--- src/rtl/if_id_pkg.sv ---
// rtl/if_id_pkg.sv - shared types and widths for the IF/ID skid stage
// Contents: skid state encoding, default payload widths, counter width.
package if_id_pkg;

   localparam int PC_BITS_DEFAULT    = 32;
   localparam int INSTR_BITS_DEFAULT = 32;
   localparam int CNT_BITS           = 16;

   typedef enum logic [1:0] {
      ST_EMPTY = 2'd0,
      ST_HALF  = 2'd1,
      ST_FULL  = 2'd2
   } skid_state_t;

endpackage

--- src/rtl/sat_counter.sv ---
// rtl/sat_counter.sv - saturating up-counter with enable
// Ports:
//   clk   in   rising-edge clock
//   rst   in   synchronous active-low reset, clears count
//   en    in   count one per enabled cycle
//   count out  current value, sticks at all-ones
module sat_counter #(
   parameter int WIDTH = 16
) (
   input  logic             clk,
   input  logic             rst,
   input  logic             en,
   output logic [WIDTH-1:0] count
);

   always_ff @(posedge clk) begin
      if (!rst) begin
         count <= '0;
      end else if (en && (count != '1)) begin
         count <= count + WIDTH'(1);
      end
   end

endmodule

--- src/rtl/if_id_skid.sv ---
// rtl/if_id_skid.sv - two-entry (main + skid) IF/ID pipeline register
// Optional feature: define IF_ID_PERF_EN to add stall/flush counters.
// Ports:
//   clk                 in   rising-edge clock
//   rst                 in   synchronous active-low reset
//   i_valid/o_ready     upstream handshake, o_ready is registered
//   i_PCNext, i_instruction   upstream payload
//   i_flush             in   drop every held entry and any same-cycle input
//   o_valid/i_ready     downstream handshake
//   o_PCNext, o_instruction   downstream payload (0 / NOP_INSTR when idle)
//   o_stall_cnt, o_flush_cnt  perf counters (IF_ID_PERF_EN only)
module if_id_skid
   import if_id_pkg::*;
#(
   parameter int                          PC_BITS          = PC_BITS_DEFAULT,
   parameter int                          INSTRUCTION_BITS = INSTR_BITS_DEFAULT,
   parameter logic [INSTRUCTION_BITS-1:0] NOP_INSTR        = '0
) (
   input  logic                        clk,
   input  logic                        rst,
   input  logic                        i_valid,
   output logic                        o_ready,
   input  logic [PC_BITS-1:0]          i_PCNext,
   input  logic [INSTRUCTION_BITS-1:0] i_instruction,
   input  logic                        i_flush,
   output logic                        o_valid,
   input  logic                        i_ready,
   output logic [PC_BITS-1:0]          o_PCNext,
   output logic [INSTRUCTION_BITS-1:0] o_instruction
`ifdef IF_ID_PERF_EN
   ,
   output logic [CNT_BITS-1:0]         o_stall_cnt,
   output logic [CNT_BITS-1:0]         o_flush_cnt
`endif
);

   skid_state_t                 state;
   logic [PC_BITS-1:0]          main_pc;
   logic [INSTRUCTION_BITS-1:0] main_instr;
   logic [PC_BITS-1:0]          skid_pc;
   logic [INSTRUCTION_BITS-1:0] skid_instr;
   logic                        valid_q;
   logic                        ready_q;
   logic                        in_fire;
   logic                        out_fire;

   assign in_fire  = i_valid & ready_q;
   assign out_fire = valid_q & i_ready;

   // main is forced to 0/NOP whenever the stage is empty, so the payload
   // outputs come straight from flops with no idle mux.
   assign o_valid       = valid_q;
   assign o_ready       = ready_q;
   assign o_PCNext      = main_pc;
   assign o_instruction = main_instr;

   always_ff @(posedge clk) begin
      if (!rst || i_flush) begin
         state      <= ST_EMPTY;
         main_pc    <= '0;
         main_instr <= NOP_INSTR;
         skid_pc    <= '0;
         skid_instr <= NOP_INSTR;
         valid_q    <= 1'b0;
         ready_q    <= 1'b1;
      end else begin
         case (state)
            ST_EMPTY: begin
               if (in_fire) begin
                  main_pc    <= i_PCNext;
                  main_instr <= i_instruction;
                  valid_q    <= 1'b1;
                  state      <= ST_HALF;
               end
            end
            ST_HALF: begin
               if (in_fire && out_fire) begin
                  main_pc    <= i_PCNext;
                  main_instr <= i_instruction;
               end else if (in_fire) begin
                  // downstream stalled: park the new entry behind main
                  skid_pc    <= i_PCNext;
                  skid_instr <= i_instruction;
                  ready_q    <= 1'b0;
                  state      <= ST_FULL;
               end else if (out_fire) begin
                  main_pc    <= '0;
                  main_instr <= NOP_INSTR;
                  valid_q    <= 1'b0;
                  state      <= ST_EMPTY;
               end
            end
            ST_FULL: begin
               if (out_fire) begin
                  main_pc    <= skid_pc;
                  main_instr <= skid_instr;
                  skid_pc    <= '0;
                  skid_instr <= NOP_INSTR;
                  ready_q    <= 1'b1;
                  state      <= ST_HALF;
               end
            end
            default: begin
               main_pc    <= '0;
               main_instr <= NOP_INSTR;
               valid_q    <= 1'b0;
               ready_q    <= 1'b1;
               state      <= ST_EMPTY;
            end
         endcase
      end
   end

`ifdef IF_ID_PERF_EN
   sat_counter #(.WIDTH(CNT_BITS)) u_stall_cnt (
      .clk   (clk),
      .rst   (rst),
      .en    (valid_q & ~i_ready),
      .count (o_stall_cnt)
   );

   sat_counter #(.WIDTH(CNT_BITS)) u_flush_cnt (
      .clk   (clk),
      .rst   (rst),
      .en    (i_flush),
      .count (o_flush_cnt)
   );
`else
   // no performance counters in this build
`endif

endmodule
--- config.mk ---
export PLATFORM = sky130hd
export DESIGN_NAME = if_id_skid
export DESIGN_NICKNAME = d
export VERILOG_FILES = /design/src/rtl/if_id_pkg.sv /design/src/rtl/sat_counter.sv /design/src/rtl/if_id_skid.sv
export SDC_FILE = /design/constraint.sdc
export NUM_CORES = 1
export LEC_CHECK = 0
export BUFFER_PORTS_ARGS = -buffer_cell sky130_fd_sc_hd__buf_2
export CAP_MARGIN = 10
export CORE_ASPECT_RATIO = 1.5
export CORE_MARGIN = 4
export CORE_UTILIZATION = 35
export CTS_CLUSTER_DIAMETER = 200
export DETAILED_ROUTE_END_ITERATION = 16
export SLEW_MARGIN = 20
export SYNTH_ARGS = -nofsm -noshare
export SYNTH_HDL_FRONTEND = slang
export SYNTH_SLANG_ARGS = --single-unit
--- constraint.sdc ---
create_clock -name clk -period 1.8 [get_ports clk]
set_clock_uncertainty 0.05 [all_clocks]
set_input_delay 0.18 -clock clk [delete_from_list [all_inputs] [get_ports clk]]
set_output_delay 0.18 -clock clk [all_outputs]
set_load 0.05 [all_outputs]
# Word level (Yosys, flattened, before mapping)
# Cells that the tools add are included.
[totals] in_bits=69 out_inout_bits=66 wordCells=61 reg_bits=132
[op_classes] reduce_logical=10 muxes=29 n_eq_ne=11 n_bitwise=4
[op_table] cell="two-way mux 32 bit" count=10
[op_table] cell="case mux 32 bit (3 select lines)" count=2
[op_table] cell="case mux 32 bit (2 select lines)" count=2
[op_table] cell="AND reduction 4 bit" count=4
[op_table] cell="inequality test 2 bit, second input constant" count=6
[op_table] cell="two-way mux 2 bit" count=5
[op_table] cell="inequality test 3 bit, second input constant" count=3
[op_table] cell="two-way mux 1 bit" count=7
[op_table] cell="case mux 1 bit (3 select lines)" count=2
[op_table] cell="case mux 2 bit (3 select lines)" count=1
[op_table] cell="AND reduction 5 bit" count=1
[op_table] cell="bitwise AND 1 bit" count=2
[op_table] cell="== test 2 x 1 -> 1 bit, second input constant" count=1
[op_table] cell="== test 2 bit, second input constant" count=1
[op_table] cell="logical NOT 2 bit" count=1
[op_table] cell="inverter 1 bit" count=2
[op_table] cell="nonzero test 2 bit" count=1
[op_table] cell="logical AND 1 bit" count=1
[op_table] cell="logical NOT 1 bit" count=1
[op_table] cell="logical OR 1 bit" count=1

# Logic depth before layout (Yosys ltp)
# Gate-level depths: netlist of the first run.
[depth] word_depth=5 mapped_depth=7 mapped_depth_nobuf=4

# Worst setup path after synthesis of the first run
# Ideal clock, no wire load.
[synth_path] path_kind="register to register" start="register valid_q (netlist: o_valid)" end="register skid_instr[10]" synth_period_minus_slack_ps=1924 setup_slack_ps=-124 t_arrival_ps=1742 n_path_buf=2 setup_time_ps=132 stages_incl_launch_ff=7 t_required_ps=1618 path_cell_list="dfxtp_1 -> nand2_1 -> or2_2 -> buf_2 -> clkbuf_1 -> nand3_1 -> a21oi_1"
[synth_between] elab_chain_cells=4 word_cells_on_any_way=5 cone_classes="2 x eq/ne; 1 x bitwise; 2 x reduce/logical"
[synth_rtl] item="start, declared" line_no="if_id_skid.sv:42" source="logic valid_q;"
[synth_rtl] item="start signal, assigned" line_no="if_id_skid.sv:64" source="valid_q <= 1'b0;"
[synth_rtl] item="start signal, assigned" line_no="if_id_skid.sv:72" source="valid_q <= 1'b1;"
[synth_rtl] item="start signal, assigned" line_no="if_id_skid.sv:89" source="valid_q <= 1'b0;"
[synth_rtl] item="bitwise AND 1 bit (*)" line_no="if_id_skid.sv:48" source="assign out_fire = valid_q & i_ready;"
[synth_rtl] item="logical AND 1 bit" line_no="if_id_skid.sv:77" source="if (in_fire && out_fire) begin"
[synth_rtl] item="inequality test 2 bit (no source line)"
[synth_rtl] item="AND reduction 4 bit (no source line) (*)"
[synth_rtl] item="end signal, assigned" line_no="if_id_skid.sv:83" source="skid_instr <= i_instruction;"
[synth_rtl] item="end, declared" line_no="if_id_skid.sv:41" source="logic [INSTRUCTION_BITS-1:0] skid_instr;"
# Every way passes the cells marked *; elsewhere a longest branch is shown, timed or not.
# A chain may end at the register's enable or synchronous reset.

# Worst setup path in the final report of the first run
[layout_path] start="register state[0]" end="register main_instr[3] (netlist: o_instruction[3])"
[layout_between] elab_chain_cells=3 word_cells_on_any_way=9 cone_classes="6 x eq/ne; 1 x mux; 2 x reduce/logical"
[layout_rtl] item="start, declared" line_no="if_id_skid.sv:37" source="skid_state_t state;"
[layout_rtl] item="start signal, assigned" line_no="if_id_skid.sv:59" source="state <= ST_EMPTY;"
[layout_rtl] item="start signal, assigned" line_no="if_id_skid.sv:73" source="state <= ST_HALF;"
[layout_rtl] item="start signal, assigned" line_no="if_id_skid.sv:85" source="state <= ST_FULL;"
[layout_rtl] item="== test 2 x 1 -> 1 bit, or another cell as far along" line_no="if_id_skid.sv:67" source="case (state)"
[layout_rtl] item="inequality test 3 bit (no source line) / inequality test 2 bit (equally long branches)"
[layout_rtl] item="AND reduction 4 bit (no source line)"
[layout_rtl] item="end signal, assigned" line_no="if_id_skid.sv:71" source="main_instr <= i_instruction;"
[layout_rtl] item="end signal, assigned" line_no="if_id_skid.sv:79" source="main_instr <= i_instruction;"
[layout_rtl] item="end signal, assigned" line_no="if_id_skid.sv:96" source="main_instr <= skid_instr;"
[layout_rtl] item="end, declared" line_no="if_id_skid.sv:39" source="logic [INSTRUCTION_BITS-1:0] main_instr;"
# Parallel ways exist; a longest one is shown, timed or not.

==> qor.yml, run 1 <==
route:
  wl_per_cell_microns: 16.9
  avgViaCountPerCell: 5.43
  drtIter0Drc: 493
  drt-pass1-iter-count: 5
  postRouteAntennaNets: 0
  vias: 6234
  drc: 0
  drt-total-wl_microns: 19400
hold_path:
  whs_path_depth: 3
  hold_class: "in2reg"
  min_to: "state[1]"
  hp-start: "i_valid"
sta:
  fmax_mhz: 620
  finalCritPeriodShare: 0.895
  hold_ws_ps: 35.0
  hold_violations: 0
  min_period_ps: 1610
  relSlewSlack: 0.504
  max_slew.worst_pin.slew_ps: 744
  setup_viol: 0
  slew_violations: 0
  rsz0062_at_grt: "false"
  final.setup.tns_ps: 0
grt:
  grt_util_all_layers: 0.198
  antenna_found_initial: 0
  grt_pass1_wl_microns: 31500
  grt_pass1_vias: 6090
  grt_max_degree: 66
  overflow: 0
finish:
  drive_gt1_frac: 0.216
  final_util: 0.484
  nets: 991
  diodes: 0
  area_delta_synth_final_pct: 35.9
yosys:
  seq_area_frac_synth: 0.428
  synth_edf_count: 0
  synth_nets: 830
  netlist_instances: 761
  synth_flop_cell: "dfxtp_1"
  ys_seq_elements: 132
  yosysTopAreaCell: "dfxtp_1"
  async_reset_ff_frac: 0
  synth_cell_types: 30
  synth_common_cells: "132 x dfxtp_1, 132 x nand3_1, 67 x nand2_1"
  yosysWarnings: 0
  synth_area_sq_um: 6180
  netlist_top_cells_area: "dfxtp_1 43%, nand3_1 11%, mux2i_1 10%"
  synth_top_cell_area_share: 0.428
  syn_avg_cell_area_sq_um: 8.12
floorplan:
  initial_core_util: 0.356
  die_h_microns: 171
  die_x_microns: 116
  die_area_sq_um: 19900
  ios: 135
  rows: 59
  core-area_sq_um: 17300
worst_setup_path:
  worst_ep_arrival_time_ps: 1880
  critPathMaxFanout: 22
  reg2reg_to: "o_instruction[3]"
  critical_path_class: "reg2reg"
  reg2regPathDepth: 6
  critPathLaunchType: "flop"
  r2r-start: "state[0]"
  r2r_slack_ps: 190
  critPathRequiredTime_ps: 2060
  endpoint_kind: "flop"
cts:
  root_buffer: "clkbuf_16"
  clk_pin_slew_ps: 60
  cts.sinks: 132
  numCtsBuffers: 17
  cts_max_level: 4
  clock_latency_ps: 420
  cts.path.max_buffers: 2
  ctsResizeCount: 0
  cts_tree: "done"
run_status:
  status: "finished, final reports clean"
placement:
  place_congestion: 0.738
  hpwl_microns: 11800
  port_buffers: 134
power_and_ir_drop:
  total_power_mw: 7.69
  p_per_area_nw_per_um2: 917
  power_leakage_nw: 3.18
  peakVddDrop_mv: 0.681
run:
  maxCapViolCount: 0
[layer usage]
metal / part of all wire / up-vias / track usage / routed length (microns)
li1: - / 3090 / - / -
met1: 0.42 / 2931 / 0.234 / 8070
met2: 0.51 / 182 / 0.351 / 9910
met5: 0 / - / 0 / 0
met3: 0.048 / 31 / 0.0343 / 929
met4: 0.024 / 0 / 0.0757 / 465
[worst max path at each step]
stage / endpoint / from / cells past startpoint / slack, ps
detailed placement: o_PCNext[18] / state[0] / 6 / 200
CTS: o_instruction[0] / state[0] / 6 / 200
floorplan: skid_instr[10] / o_valid / 6 / 110
global route: skid_instr[1] / state[0] / 4 / 50
global placement: o_instruction[0] / state[0] / 6 / 230
finish: o_instruction[3] / state[0] / 6 / 190
[cells by family (layout without fill, tap and decap cells)]
| family | Yosys count | in the layout | synth area share |
|---|---|---|---|
| buffers and inverters | 85 | 259 | 0.0587 |
| xor gates and xnor gates | 1 | 1 | 0.00142 |
| and+or+nand+nor | 277 | 277 | 0.201 |
| DFF | 132 | 132 | 0.428 |
| muxes | 64 | 64 | 0.104 |
| AOI/OAI and AO/OA | 202 | 202 | 0.207 |
[cell type report]
| cell class | instances | area [sq um] |
|---|---|---|
| Sequential cell | 132 | 2650 |
| Timing Repair Buffer | 227 | 1680 |
| Tap cell | 213 | 267 |
| Clock inverter | 10 | 129 |
| Fill cell | 1679 | 8960 |
| Multi-Input combinational cell | 544 | 3200 |
| Clock buffer | 22 | 464 |
[worst max-delay path, stage by stage, from the launching register on]
cell and delay, ps:
dfxtp_2 380, buf_4 300, nor2_1 120, o2bb2ai_4 150, buf_4 220, a22oi_1 220
nor2_1 60
[where the power goes]
part	switching, mW	internal, mW
Clock	1.28	2.24
Sequential	0.0381	2.99
Combinational	0.704	0.447
Total	2.02	5.67
[state kept, by name, indices dropped and copies added, names as in the netlist]
register	flops
o_PCNext	32
o_instruction	32
state	2
skid_instr	32
o_ready	1
o_valid	1
skid_pc	32
[repair_timing]
item,CTS,global route
setup endpoints to repair,0,0
endpoints found under the hold margin,64,0
hold buffers,64,0
buffers inserted,0,0
[placed cells by master, fill, tap and decap left out, types with 2 or more instances in the layout]
cell and count:
a21oi_1 66, a22oi_1 64, buf_12 12, buf_2 134, buf_4 17, bufinv_16 3, clkbuf_1 3, clkbuf_16 17
clkbuf_8 2, clkinv_2 5, dfxtp_1 128, dfxtp_2 3, dlygate4sd3_1 64, mux2i_1 64, nand2_1 67, nand3_1 132
nor2_1 66, o21bai_1 2, o22ai_1 64
[through the flow]
| step | worst slack [ps] | cell area (sq um) | std cells |
|---|---|---|---|
| final | 188 | 8390 | 1148 |
| after global placement | 232 | 7160 | 1052 |
| after global routing | 52.8 | 8390 | 1148 |
| after CTS | 199 | 8390 | 1148 |
| after detailed placement | 202 | 7160 | 1052 |
| after floorplan | 114 | 6180 | 761 |
(Power assumes the default switching activity.)
==> run 2, diff against run 1 <==
--- a/config.mk
+++ b/config.mk
@@ -7,7 +7,7 @@
 export LEC_CHECK = 0
 export BUFFER_PORTS_ARGS = -buffer_cell sky130_fd_sc_hd__buf_2
 export CAP_MARGIN = 10
-export CORE_ASPECT_RATIO = 1.5
+export CORE_ASPECT_RATIO = 1.25
 export CORE_MARGIN = 4
 export CORE_UTILIZATION = 35
 export CTS_CLUSTER_DIAMETER = 200
==> qor.yml, run 2 (synthesis results as in run 1) <==
power_and_ir_drop:
  pwr-share-comb: 0.143  # was 0.150
  total_power_mw: 7.96  # was 7.69 mW
  p_sw_frac: 0.257  # was 0.263
  power_leakage_nw: 3.19  # was 3.18 nW
  clock_power_share: 0.477  # was 0.457
  p_per_area_nw_per_um2: 944  # was 917 nW/um^2
  peakVddDrop_mv: 0.448  # was 0.681 mV
  p_seq_frac: 0.380  # was 0.393
  p_switching_mw: 2.04  # was 2.02 mW
  internal_power_mw: 5.92  # was 5.67 mW
route:
  wl_per_cell_microns: 16.5  # was 16.9 microns
  drt-total-wl_microns: 19000  # was 19400 microns
  avgViaCountPerCell: 5.43  # about the same
  drtIter0Drc: 460  # was 493
  drc: 0  # unchanged
  drt-pass1-iter-count: 5  # unchanged
  postRouteAntennaNets: 0  # unchanged
  vias: 6276  # was 6234
placement:
  hpwl_microns: 11100  # was 11800 microns
  dp_slack_ps: 176  # was 202 ps
  place_congestion: 0.738  # about the same
  dp_cells: 1060  # was 1052
  port_buffers: 134  # unchanged
worst_setup_path:
  critPathRequiredTime_ps: 2060  # about the same
  reg2regPathDepth: 5  # was 6
  worst_ep_arrival_time_ps: 1930  # was 1880 ps
  path_cells: "buf_4, mux2i_1, o22ai_1, a22oi_1, nor2_1"  # was buf_4, nor2_1, o2bb2ai_4, buf_4, a22oi_1, nor2_1
  cpMaxStageDelayCell: "buf_4"  # was dfxtp_2
  critPathLaunchType: "flop"  # unchanged
  r2r-start: "state[1]"  # was state[0]
  r2r_slack_ps: 130  # was 190 ps
  critical_path_class: "reg2reg"  # unchanged
  critical_path.top_delay_family: "buffers and inverters"  # unchanged
  cp.buffers_inverters: 1  # was 2
  reg2reg_to: "o_PCNext[7]"  # was o_instruction[3]
  endpoint_kind: "flop"  # unchanged
  cpPeakStageDelay_ps: 480  # was 380 ps
  critPathMaxFanout: 29  # was 22
hold_path:
  whs_path_depth: 3  # unchanged
  hold_class: "in2reg"  # unchanged
  min_to: "skid_instr[29]"  # was state[1]
  hp-start: "i_instruction[29]"  # was i_valid
finish:
  diodes: 0  # unchanged
  layout_common_cells: "134 x buf_2, 132 x nand3_1, 128 x dfxtp_1"  # unchanged
  area_delta_synth_final_pct: 36.4  # was 35.9%
  final_common_cell: "buf_2"  # unchanged
  drive_gt1_frac: 0.216  # about the same
  nets: 987  # was 991
  stdcell_count: 1155  # was 1148
  fillers: 1681  # was 1679
cts:
  numCtsBuffers: 17  # unchanged
  cts_tree: "done"  # unchanged
  clk_pin_slew_ps: 60  # about the same
  root_buffer: "clkbuf_16"  # unchanged
  cts.path.max_buffers: 2  # unchanged
  postCtsSetupRepairBufs: 0  # unchanged
  cts_max_level: 4  # unchanged
  clock_latency_ps: 420  # about the same
  cts.sinks: 132  # unchanged
floorplan:
  ios: 135  # unchanged
  die_h_microns: 157  # was 171 microns
  core-area_sq_um: 17400  # was 17300 sq um
  initial_core_util: 0.354  # was 0.356
  die_area_sq_um: 19900  # about the same
  rows: 54  # was 59
  die_x_microns: 127  # was 116 microns
sta:
  fin_ws_ps: 131  # was 188 ps
  rsz0062_at_grt: "false"  # unchanged
  fmax_mhz: 599  # was 620 MHz
  finalCritPeriodShare: 0.927  # was 0.895
  min_period_ps: 1670  # was 1610 ps
  max_slew.worst_pin.slew_ps: 586  # was 744 ps
  hold_violations: 0  # unchanged
  setup_viol: 0  # unchanged
  slew_violations: 0  # unchanged
  final.setup.tns_ps: 0  # unchanged
  relSlewSlack: 0.609  # was 0.504
  hold_ws_ps: 19.7  # was 35.0 ps
grt:
  grt_pass1_vias: 6021  # was 6090
  grt_pass1_wl_microns: 31600  # was 31500 microns
  grt_max_degree: 66  # unchanged
  antenna_found_initial: 0  # unchanged
  grt_util_all_layers: 0.195  # was 0.198
  overflow: 0  # unchanged
run_status:
  status: "finished, final reports clean"  # unchanged
run:
  maxCapViolCount: 0  # unchanged
[run 2: worst max path at each step]
stage / to / slack, ps / cells past startpoint / start
floorplan: skid_instr[10] / 110 / 6 / o_valid
CTS: o_instruction[28] / 170 / 5 / state[1]
finish: o_PCNext[7] / 130 / 5 / state[1]
global route: o_PCNext[7] / 30 / 5 / state[1]
global placement: o_instruction[2] / 190 / 5 / state[1]
detailed placement: o_instruction[28] / 180 / 5 / state[1]
[run 2: power groups by stage]
stage                     sequential [mW]  clock (mW)  combinational, mW
final                                3.02        3.80               1.14
after global routing                 3.03        3.97               1.24
after CTS                            3.02        3.86               1.14
after detailed placement             3.09           0               1.03
after global placement               3.09           0               1.03
after floorplan                      3.26           0              0.502
[run 2: stage by stage]
step,utilization,area (sq um)
floorplan,-,6180
detailed placement,0.410,7150
global placement,0.410,7150
global route,0.483,8430
finish,0.483,8430
CTS,0.483,8430
[run 2: timing repair]
| item | in CTS | in global routing |
|---|---|---|
| hold buffers | 63 | 0 |
| resized for setup | 0 | 0 |
| hold endpoints to repair | 63 | 0 |
[run 2: cell type report]
cell class,count,area (sq um),area share
multi-input cells,544,3200,0.380
flip-flops and latches,132,2650,0.315
repair buffers,223,1650,0.195
clock buffers,23,498,0.0591
well taps,224,280,0.0333
clock inverters,9,148,0.0175
[run 2: layer usage]
layer  up-vias  share of wire  GRT usage  wire (microns)
met3        27          0.061     0.0352            1160
met2       215           0.49      0.319            9300
li1       3091              -          -               -
met5         -              0          0               0
met1      2943           0.43      0.260            8250
met4         0          0.016     0.0669             310
[run 2: worst reg2reg max path: cells and delay by family, from the launching register on]
kind | cells | cell delay (ps)
AOI/OAI and AO/OA | 2 | 290
buffers and inverters | 1 | 480
DFF | 1 | 400
muxes | 1 | 290
and+or+nand+nor | 1 | 50
